### config.mk
export PLATFORM = sky130hd
export DESIGN_NAME = phase_seq
export DESIGN_NICKNAME = d
export VERILOG_FILES = /design/src/rtl/phase_seq_pkg.sv /design/src/rtl/phase_seq_mem_wait_timer.sv /design/src/rtl/phase_seq.sv
export SDC_FILE = /design/constraint.sdc
export NUM_CORES = 1
export LEC_CHECK = 0
export CAP_MARGIN = 20
export CORE_UTILIZATION = 50
export DETAILED_ROUTE_END_ITERATION = 8
export HOLD_SLACK_MARGIN = 0.15
export PLACE_DENSITY_LB_ADDON = 0.12
export SLEW_MARGIN = 20
export SYNTH_ARGS = -nofsm -noshare
export SYNTH_HDL_FRONTEND = slang
export SYNTH_SLANG_ARGS = --single-unit
### constraint.sdc
create_clock -name clk -period 3 [get_ports clk]
set_input_delay 0.9 -clock clk [delete_from_list [all_inputs] [get_ports clk]]
set_output_delay 0.9 -clock clk [all_outputs]
set_load 0.005 [all_outputs]
### src/rtl/phase_seq_pkg.sv
// phase_seq_pkg: phase bus indices, sequencer state encoding and phase decode.
package phase_seq_pkg;
  localparam int PHASE_H = 4;
  localparam int PH_F = 0;
  localparam int PH_D = 1;
  localparam int PH_E = 2;
  localparam int PH_M = 3;
  localparam int PH_W = 4;
  typedef enum logic [2:0] {S_IDLE, S_F, S_D, S_E, S_M, S_W, S_HALT, S_ERR} state_t;
  function automatic logic [PHASE_H:0] phase_of(input state_t s);
    phase_of = '0;
    phase_of[PH_F] = s == S_F;
    phase_of[PH_D] = s == S_D;
    phase_of[PH_E] = s == S_E;
    phase_of[PH_M] = s == S_M;
    phase_of[PH_W] = s == S_W;
  endfunction
endpackage

### src/rtl/phase_seq_mem_wait_timer.sv
// mem_wait_timer: counts unacknowledged memory-wait cycles and flags the last allowed one.
module mem_wait_timer (
  input  logic       clk,
  input  logic       rst,
  input  logic       i_clr,
  input  logic       i_en,
  input  logic [7:0] i_timeout,
  output logic       o_expired
);
  logic [7:0] r_cnt;
  always_ff @(posedge clk or negedge rst)
    if (!rst) r_cnt <= '0;
    else if (i_clr) r_cnt <= '0;
    else if (i_en) r_cnt <= r_cnt + 8'd1;
  assign o_expired = i_en && r_cnt == i_timeout - 8'd1;
endmodule

### src/rtl/phase_seq.sv
// phase_seq: multicycle one-hot phase sequencer with memory handshake timeout and retire counter.
module phase_seq
  import phase_seq_pkg::*;
#(
  parameter int TIMEOUT = 15
) (
  input  logic               clk,
  input  logic               rst,
  input  logic               run,
  input  logic               halt_req,
  input  logic               need_mem,
  input  logic               mem_is_write,
  input  logic               mem_ack,
  output logic [PHASE_H:0]   phase,
  output logic               mem_req,
  output logic               mem_we,
  output logic               halted,
  output logic               err_timeout,
  output logic [31:0]        retired
);
  state_t r_state, w_next;
  logic   r_need_mem, r_is_write;
  logic   w_busy, w_expired, w_retire;
  assign w_busy = r_state == S_F || r_state == S_M;
  // The counter sits cleared outside F/M, so it is always zero on entry to either.
  mem_wait_timer u_timer (
    .clk       (clk),
    .rst       (rst),
    .i_clr     (!w_busy),
    .i_en      (w_busy && !mem_ack),
    .i_timeout (8'(TIMEOUT)),
    .o_expired (w_expired)
  );
  always_comb begin
    w_next = r_state;
    case (r_state)
      S_IDLE:  w_next = run ? S_F : S_IDLE;
      S_F:     w_next = mem_ack ? S_D : w_expired ? S_ERR : S_F;
      S_D:     w_next = halt_req ? S_HALT : S_E;
      S_E:     w_next = r_need_mem ? S_M : S_W;
      S_M:     w_next = mem_ack ? S_W : w_expired ? S_ERR : S_M;
      S_W:     w_next = run ? S_F : S_IDLE;
      default: w_next = r_state;
    endcase
  end
  assign w_retire = r_state == S_W || (r_state == S_D && halt_req);
  always_ff @(posedge clk or negedge rst)
    if (!rst) begin
      r_state    <= S_IDLE;
      r_need_mem <= 1'b0;
      r_is_write <= 1'b0;
      retired    <= '0;
    end else begin
      r_state <= w_next;
      if (r_state == S_D) begin
        r_need_mem <= need_mem;
        r_is_write <= mem_is_write;
      end
      if (w_retire) retired <= retired + 32'd1;
    end
  assign phase       = phase_of(r_state);
  assign mem_req     = w_busy;
  assign mem_we      = r_state == S_M && r_is_write;
  assign halted      = r_state == S_HALT;
  assign err_timeout = r_state == S_ERR;
endmodule

* Word level (Yosys, flattened, before mapping) *
Index checks and enable logic that the tools add are counted.
W data, S select, Z words.

storage, ports and cells
  memories kept = 0
  input port bits = 7
  output and inout bits = 41
  word-level logic and storage cells = 36
  memory bits (writable) = 0
  memory bits (read-only) = 0
  flip-flop bits (word level) = 45
  latch bits = 0

operators by class
  shifts and indexed selects = 0
  eq/ne operators = 9
  multiply operators = 0
  div/mod/pow operators = 0
  add/subtract/negate cells = 2
  reduce and logical (&&, ||, !) cells = 10
  order comparisons = 0
  bitwise logic cells = 0
  muxes and demuxes = 10

operator list
  kind                     number
  $add A32 B1 Y32 const B  1
  $mux W8                  2
  $pmux W3 S5              1
  $eq A3 B3 Y1 const B     4
  $mux W3                  3
  $add A8 B1 Y8 const B    1
  $eq A8 B4 Y1 const B     1
  $eq A3 B2 Y1 const B     2
  $reduce_bool A5 Y1       1
  $logic_and A1 B1 Y1      4
  $mux W2                  2
  $eq A3 B1 Y1 const B     1
  $logic_not A3 Y1         1
  $logic_or A1 B1 Y1       2
  $mux W1                  2
  $ne A2 B1 Y1 const B     1
  $reduce_or A2 Y1         1
  $logic_not A1 Y1         1

* Logic depth before layout (Yosys ltp) *
  depth in word-level cells = 7
  gate-level depth with buffers = 8
  mapped depth without buffers = 6

* Modules after synthesis *
Synthesis repeated with hierarchy kept, for this count alone.

unflattened totals
  cell total of the unflattened synthesis = 249
  area, all modules = 2,529.9 um^2

by module, submodules not included
  module          times used  area each (um^2)  cells each  seq. area each (um^2)
  phase_seq       1           1,914.3           179         925.9
  mem_wait_timer  1           615.6             70          200.2

* Worst setup path after synthesis *
No wires, ideal clock.

  kind = input-to-reg
  from = in halt_req
  to = reg retired[31]
  data arrival time = 2.030 ns
  buffers on the path = 0
  setup time = 0.079 ns
  stages = 5
  data required time = 2.921 ns
  slack = 0.890 ns
  cell sequence = nand4bb_4 a2111oi_4 nand2_4 nor4_4 xor2_1

on the way
  cells in the longest elaborated chain, start to end = 2

ends and longest elaborated chain
  element               RTL line         text
  start, declared       phase_seq.sv:10  input logic halt_req,
  $logic_and A1 B1 Y1   phase_seq.sv:46  assign w_retire = r_state == S_W || (r_state == S_D && halt_req);
  $logic_or A1 B1 Y1    phase_seq.sv:46
  end signal, assigned  phase_seq.sv:59  if (w_retire) retired <= retired + 32'd1;
  end, declared         phase_seq.sv:19  output logic [31:0] retired

Every way passes these cells.
A chain may end at the register's enable or synchronous reset.

* Worst setup path in the final report *
  from = reg r_state[1]
  to = out phase[1]

on the way
  cells in the longest elaborated chain, start to end = 1

ends and longest elaborated chain
  element                 RTL line             text
  start, declared         phase_seq.sv:21      state_t r_state, w_next;
  start signal, assigned  phase_seq.sv:54      r_state <= w_next;
  $eq A3 B2 Y1            phase_seq_pkg.sv:13  phase_of[PH_D] = s == S_D;
  end, declared           phase_seq.sv:14      output logic [PHASE_H:0] phase,

Every way passes these cells.

==> metrics.txt <==
# TYPE chip_impl_metric gauge
chip_impl_info{name="status",value="completed"} 1
chip_impl_metric{name="maxSlewHeadroom",unit=""} 0.6425
chip_impl_info{name="critical_path.endpoint_type",value="output pin"} 1
chip_impl_metric{name="post-synth-top-area-fraction",unit=""} 0.4992
chip_impl_metric{name="grt_remaining_overflow",unit=""} 0
chip_impl_metric{name="fmax",unit="MHz"} 345.5
chip_impl_metric{name="synth_enable_flop_cells",unit=""} 0
chip_impl_metric{name="drive_above_1_share",unit=""} 0.1000
chip_impl_metric{name="wl_met1",unit="µm"} 1914
chip_impl_metric{name="timing.final.max_slew_violations",unit=""} 0
chip_impl_metric{name="antenna-diode-count",unit=""} 0
chip_impl_info{name="synth_top_flop_cell",value="dfrtp_1"} 1
chip_impl_info{name="clockRootBuffer",value="clkbuf_8"} 1
chip_impl_metric{name="numClockSinks",unit=""} 45
chip_impl_metric{name="async_set_or_reset_flop_fraction_in_the_synthesized_netlist",unit=""} 1.000
chip_impl_metric{name="rows",unit=""} 24
chip_impl_metric{name="dp_slack",unit="ns"} 0.1726
chip_impl_metric{name="top_level_ports",unit=""} 48
chip_impl_metric{name="coreArea",unit="mm²"} 0.004354
chip_impl_info{name="cell_taking_the_most_area_after_synthesis",value="dfrtp_1"} 1
chip_impl_metric{name="fin_ws",unit="ns"} 0.1056
chip_impl_metric{name="layout_min_cycle_time",unit="ns"} 2.894
chip_impl_info{name="ys_top_cells_by_area",value="dfrtp_1 (50%), xor2_1 (7.8%), xnor2_1 (7.0%)"} 1
chip_impl_metric{name="floorplan.initialDensity",unit=""} 0.5181
chip_impl_metric{name="count_of_endpoints_failing_setup_in_the_final_report",unit=""} 0
chip_impl_metric{name="detailroute.via_count",unit=""} 1672
chip_impl_metric{name="post_synth_num_cell_types",unit=""} 41
chip_impl_info{name="critical_path.top_delay_family",value="buffers and inverters"} 1
chip_impl_metric{name="design.final.nets",unit=""} 270
chip_impl_info{name="synth.most_common_cell",value="dfrtp_1"} 1
chip_impl_metric{name="initial_antenna_violation_count",unit=""} 0
chip_impl_info{name="critical_path.startpoint_type",value="flop"} 1
chip_impl_metric{name="worst_ep_required_time",unit="ns"} 2.10
chip_impl_metric{name="first_iter_violations",unit=""} 97
chip_impl_metric{name="synth_seq_area_share",unit=""} 0.4992
chip_impl_metric{name="cts_max_level",unit=""} 2
chip_impl_metric{name="worst_setup_hold_path_clk_slew",unit="ns"} 0.08
chip_impl_metric{name="grt_util_all_layers",unit=""} 0.1806
chip_impl_info{name="critPathKind",value="flop to output pin"} 1
chip_impl_metric{name="dieArea",unit="mm²"} 0.004784
chip_impl_metric{name="detailroute.wirelength.met3",unit="µm"} 154
chip_impl_metric{name="post_drt_via_cell_ratio",unit=""} 5.359
chip_impl_metric{name="post-route-util",unit=""} 0.6592
chip_impl_metric{name="route.detailed.wl_per_inst",unit="µm"} 13.19
chip_impl_metric{name="count_of_final_hold_check_violations",unit=""} 0
chip_impl_metric{name="synthesis.area_per_instance",unit="µm²"} 10.85
chip_impl_metric{name="die_width",unit="µm"} 69.17
chip_impl_metric{name="synth_area",unit="mm²"} 0.002256
chip_impl_metric{name="cts_made_buffers",unit=""} 5
chip_impl_metric{name="timing.clock.skew",unit="ns"} 0.006860
chip_impl_metric{name="timing.critical_path.fanout_max",unit=""} 12
chip_impl_metric{name="cp.arrival",unit="ns"} 1.99
chip_impl_info{name="hold_path_class",value="flop to flop"} 1
chip_impl_info{name="synth.cells.most_frequent",value="dfrtp_1 (45), nor2_1 (21), xor2_1 (20), nand3_1 (18), xnor2_1 (18)"} 1
chip_impl_metric{name="globalplace.congestion",unit=""} 0.8217
chip_impl_metric{name="synth.ff_latch_count",unit=""} 45
chip_impl_metric{name="power_leakage",unit="nW"} 1.275
chip_impl_metric{name="clkLatencyLatePin",unit="ns"} 0.29
chip_impl_metric{name="postRouteAntennaNets",unit=""} 0
chip_impl_metric{name="drt-total-wl",unit="µm"} 4115
chip_impl_info{name="grt_setup_unrepaired",value="no"} 1
chip_impl_metric{name="max_stage_delay",unit="ns"} 0.60
chip_impl_metric{name="multi_input_area",unit="mm²"} 0.001061
chip_impl_info{name="cell_by_cell_listing_of_the_critical_path",value="inv_1, nor3_2, clkdlybuf4s50_1"} 1
chip_impl_metric{name="synth_cells",unit=""} 208
chip_impl_metric{name="power_per_cell_area",unit="mW/mm²"} 632.9
chip_impl_metric{name="area_growth_syn_to_layout",unit="%"} 27.23
chip_impl_metric{name="wl_met2",unit="µm"} 2001
chip_impl_metric{name="fill_cells",unit=""} 373
chip_impl_metric{name="max_cap_violations",unit=""} 0
chip_impl_info{name="cts_tree",value="done"} 1
chip_impl_metric{name="die_height",unit="µm"} 69.17
chip_impl_metric{name="hpwl_after_detailed_placement",unit="µm"} 3097
chip_impl_info{name="crit_path_top_delay_cell",value="dfrtp_1"} 1
chip_impl_metric{name="number_of_global_route_vias_before_repair",unit=""} 1593
chip_impl_metric{name="ff_latch_area",unit="mm²"} 0.001129
chip_impl_metric{name="worst_path_buf_inv",unit=""} 2
chip_impl_metric{name="total_drc_errors_in_the_routed_layout",unit=""} 0
chip_impl_metric{name="finalSetupTns",unit="ns"} 0
chip_impl_metric{name="clk_path_buf_depth",unit=""} 2
chip_impl_metric{name="worstMarginPinSlew",unit="ns"} 0.5362
chip_impl_metric{name="numPortBuffers",unit=""} 47
chip_impl_metric{name="synthesized_netlist_net_count",unit=""} 218
chip_impl_info{name="routed.top_layer",value="met4"} 1
chip_impl_metric{name="detailedRoute.firstPassIterationCount",unit=""} 4
chip_impl_metric{name="synth_warn",unit=""} 0
chip_impl_metric{name="final_min_period_over_clock_period",unit=""} 0.9648
chip_impl_metric{name="grt_first_pass_wirelength",unit="µm"} 7079
chip_impl_metric{name="power.ir.vdd_worst",unit="V"} 0.0003397
chip_impl_metric{name="maximum_number_of_pins_on_one_net_before_global_route_repair",unit=""} 25
-- flip-flops by register name, summed over array words and instances, names as in the netlist --
signal and flops:
r_is_write 1, r_need_mem 1, r_state 3, retired 32, u_timer.r_cnt 8
-- metal layers --
layer,track usage,vias up
met5,0,-
met4,0.04762,0
met3,0.03634,4
met2,0.2977,39
met1,0.2439,820
li1,-,809
-- cell type report --
| cell class | count | share of cell area |
|---|---|---|
| timing repair buffer | 51 | 0.1726 |
| tap | 52 | 0.02267 |
| inverter | 9 | 0.01177 |
| sequential | 45 | 0.3932 |
| clock buffer | 7 | 0.03008 |
| multi-input combinational | 148 | 0.3697 |
-- report_power, final --
part           leakage, nW  switching, W  total, W  internal [W]
sequential           0.576      0.000149  0.000853      0.000704
clock               0.0443      0.000183  0.000366      0.000183
combinational        0.655      0.000264  0.000597      0.000333
-- metrics by stage --
step	instance area [µm²]	std cells	hold slack, ns	total power (W)
after floorplan	2256	208	0.4647	0.001206
after global routing	2870	312	0.5043	0.001934
after detailed placement	2781	305	0.4606	0.001466
after global placement	2781	305	0.4691	0.001453
after CTS	2868	312	0.4823	0.001838
final	2870	312	0.4780	0.001817
-- logic make-up after synthesis --
group / after synthesis / share of synthesized area
xor gates and xnor gates: 38 / 0.1475
and+or+nand+nor: 87 / 0.2207
AOI/OAI and AO/OA: 16 / 0.06601
adders and majority gates: 3 / 0.01664
muxes: 4 / 0.01941
DFF: 45 / 0.4992
buffers and inverters: 15 / 0.03050
-- cells in the final DEF (no fill, tap or decap), types with 3 or more instances in the layout --
cell type         n
clkdlybuf4s50_1  46
dfrtp_1          43
nor2_1           21
xor2_1           20
nand3_1          18
xnor2_1          18
inv_1             9
nand2_1           9
and3_1            8
nor3_1            8
clkbuf_8          6
nand4_1           4
a21oi_1           4
nor2b_1           4
buf_4             4
mux2_2            3
ha_1              3
-- worst paths after layout --
check / start / to / slack (ns) / depth (start not counted)
max in group asynchronous: rst / retired[9]$_DFFE_PN0P_ / 1.84 / 2
setup / recovery: r_state[1]$_DFFE_PN0P_ / phase[1] / 0.11 / 3
min in group asynchronous: rst / retired[1]$_DFFE_PN0P_ / 0.59 / 1
hold / removal: retired[31]$_DFFE_PN0P_ / retired[31]$_DFFE_PN0P_ / 0.48 / 1
setup reg to reg: r_state[1]$_DFFE_PN0P_ / retired[31]$_DFFE_PN0P_ / 1.00 / 5
hold reg to reg: retired[31]$_DFFE_PN0P_ / retired[31]$_DFFE_PN0P_ / 0.48 / 1
-- repair_timing --
action	in CTS	in global routing
setup buffers	0	0
endpoints found under the setup margin	0	1
hold buffers	0	0
gates resized for setup	0	2
No activity file was read; power rests on OpenSTA's default activity.
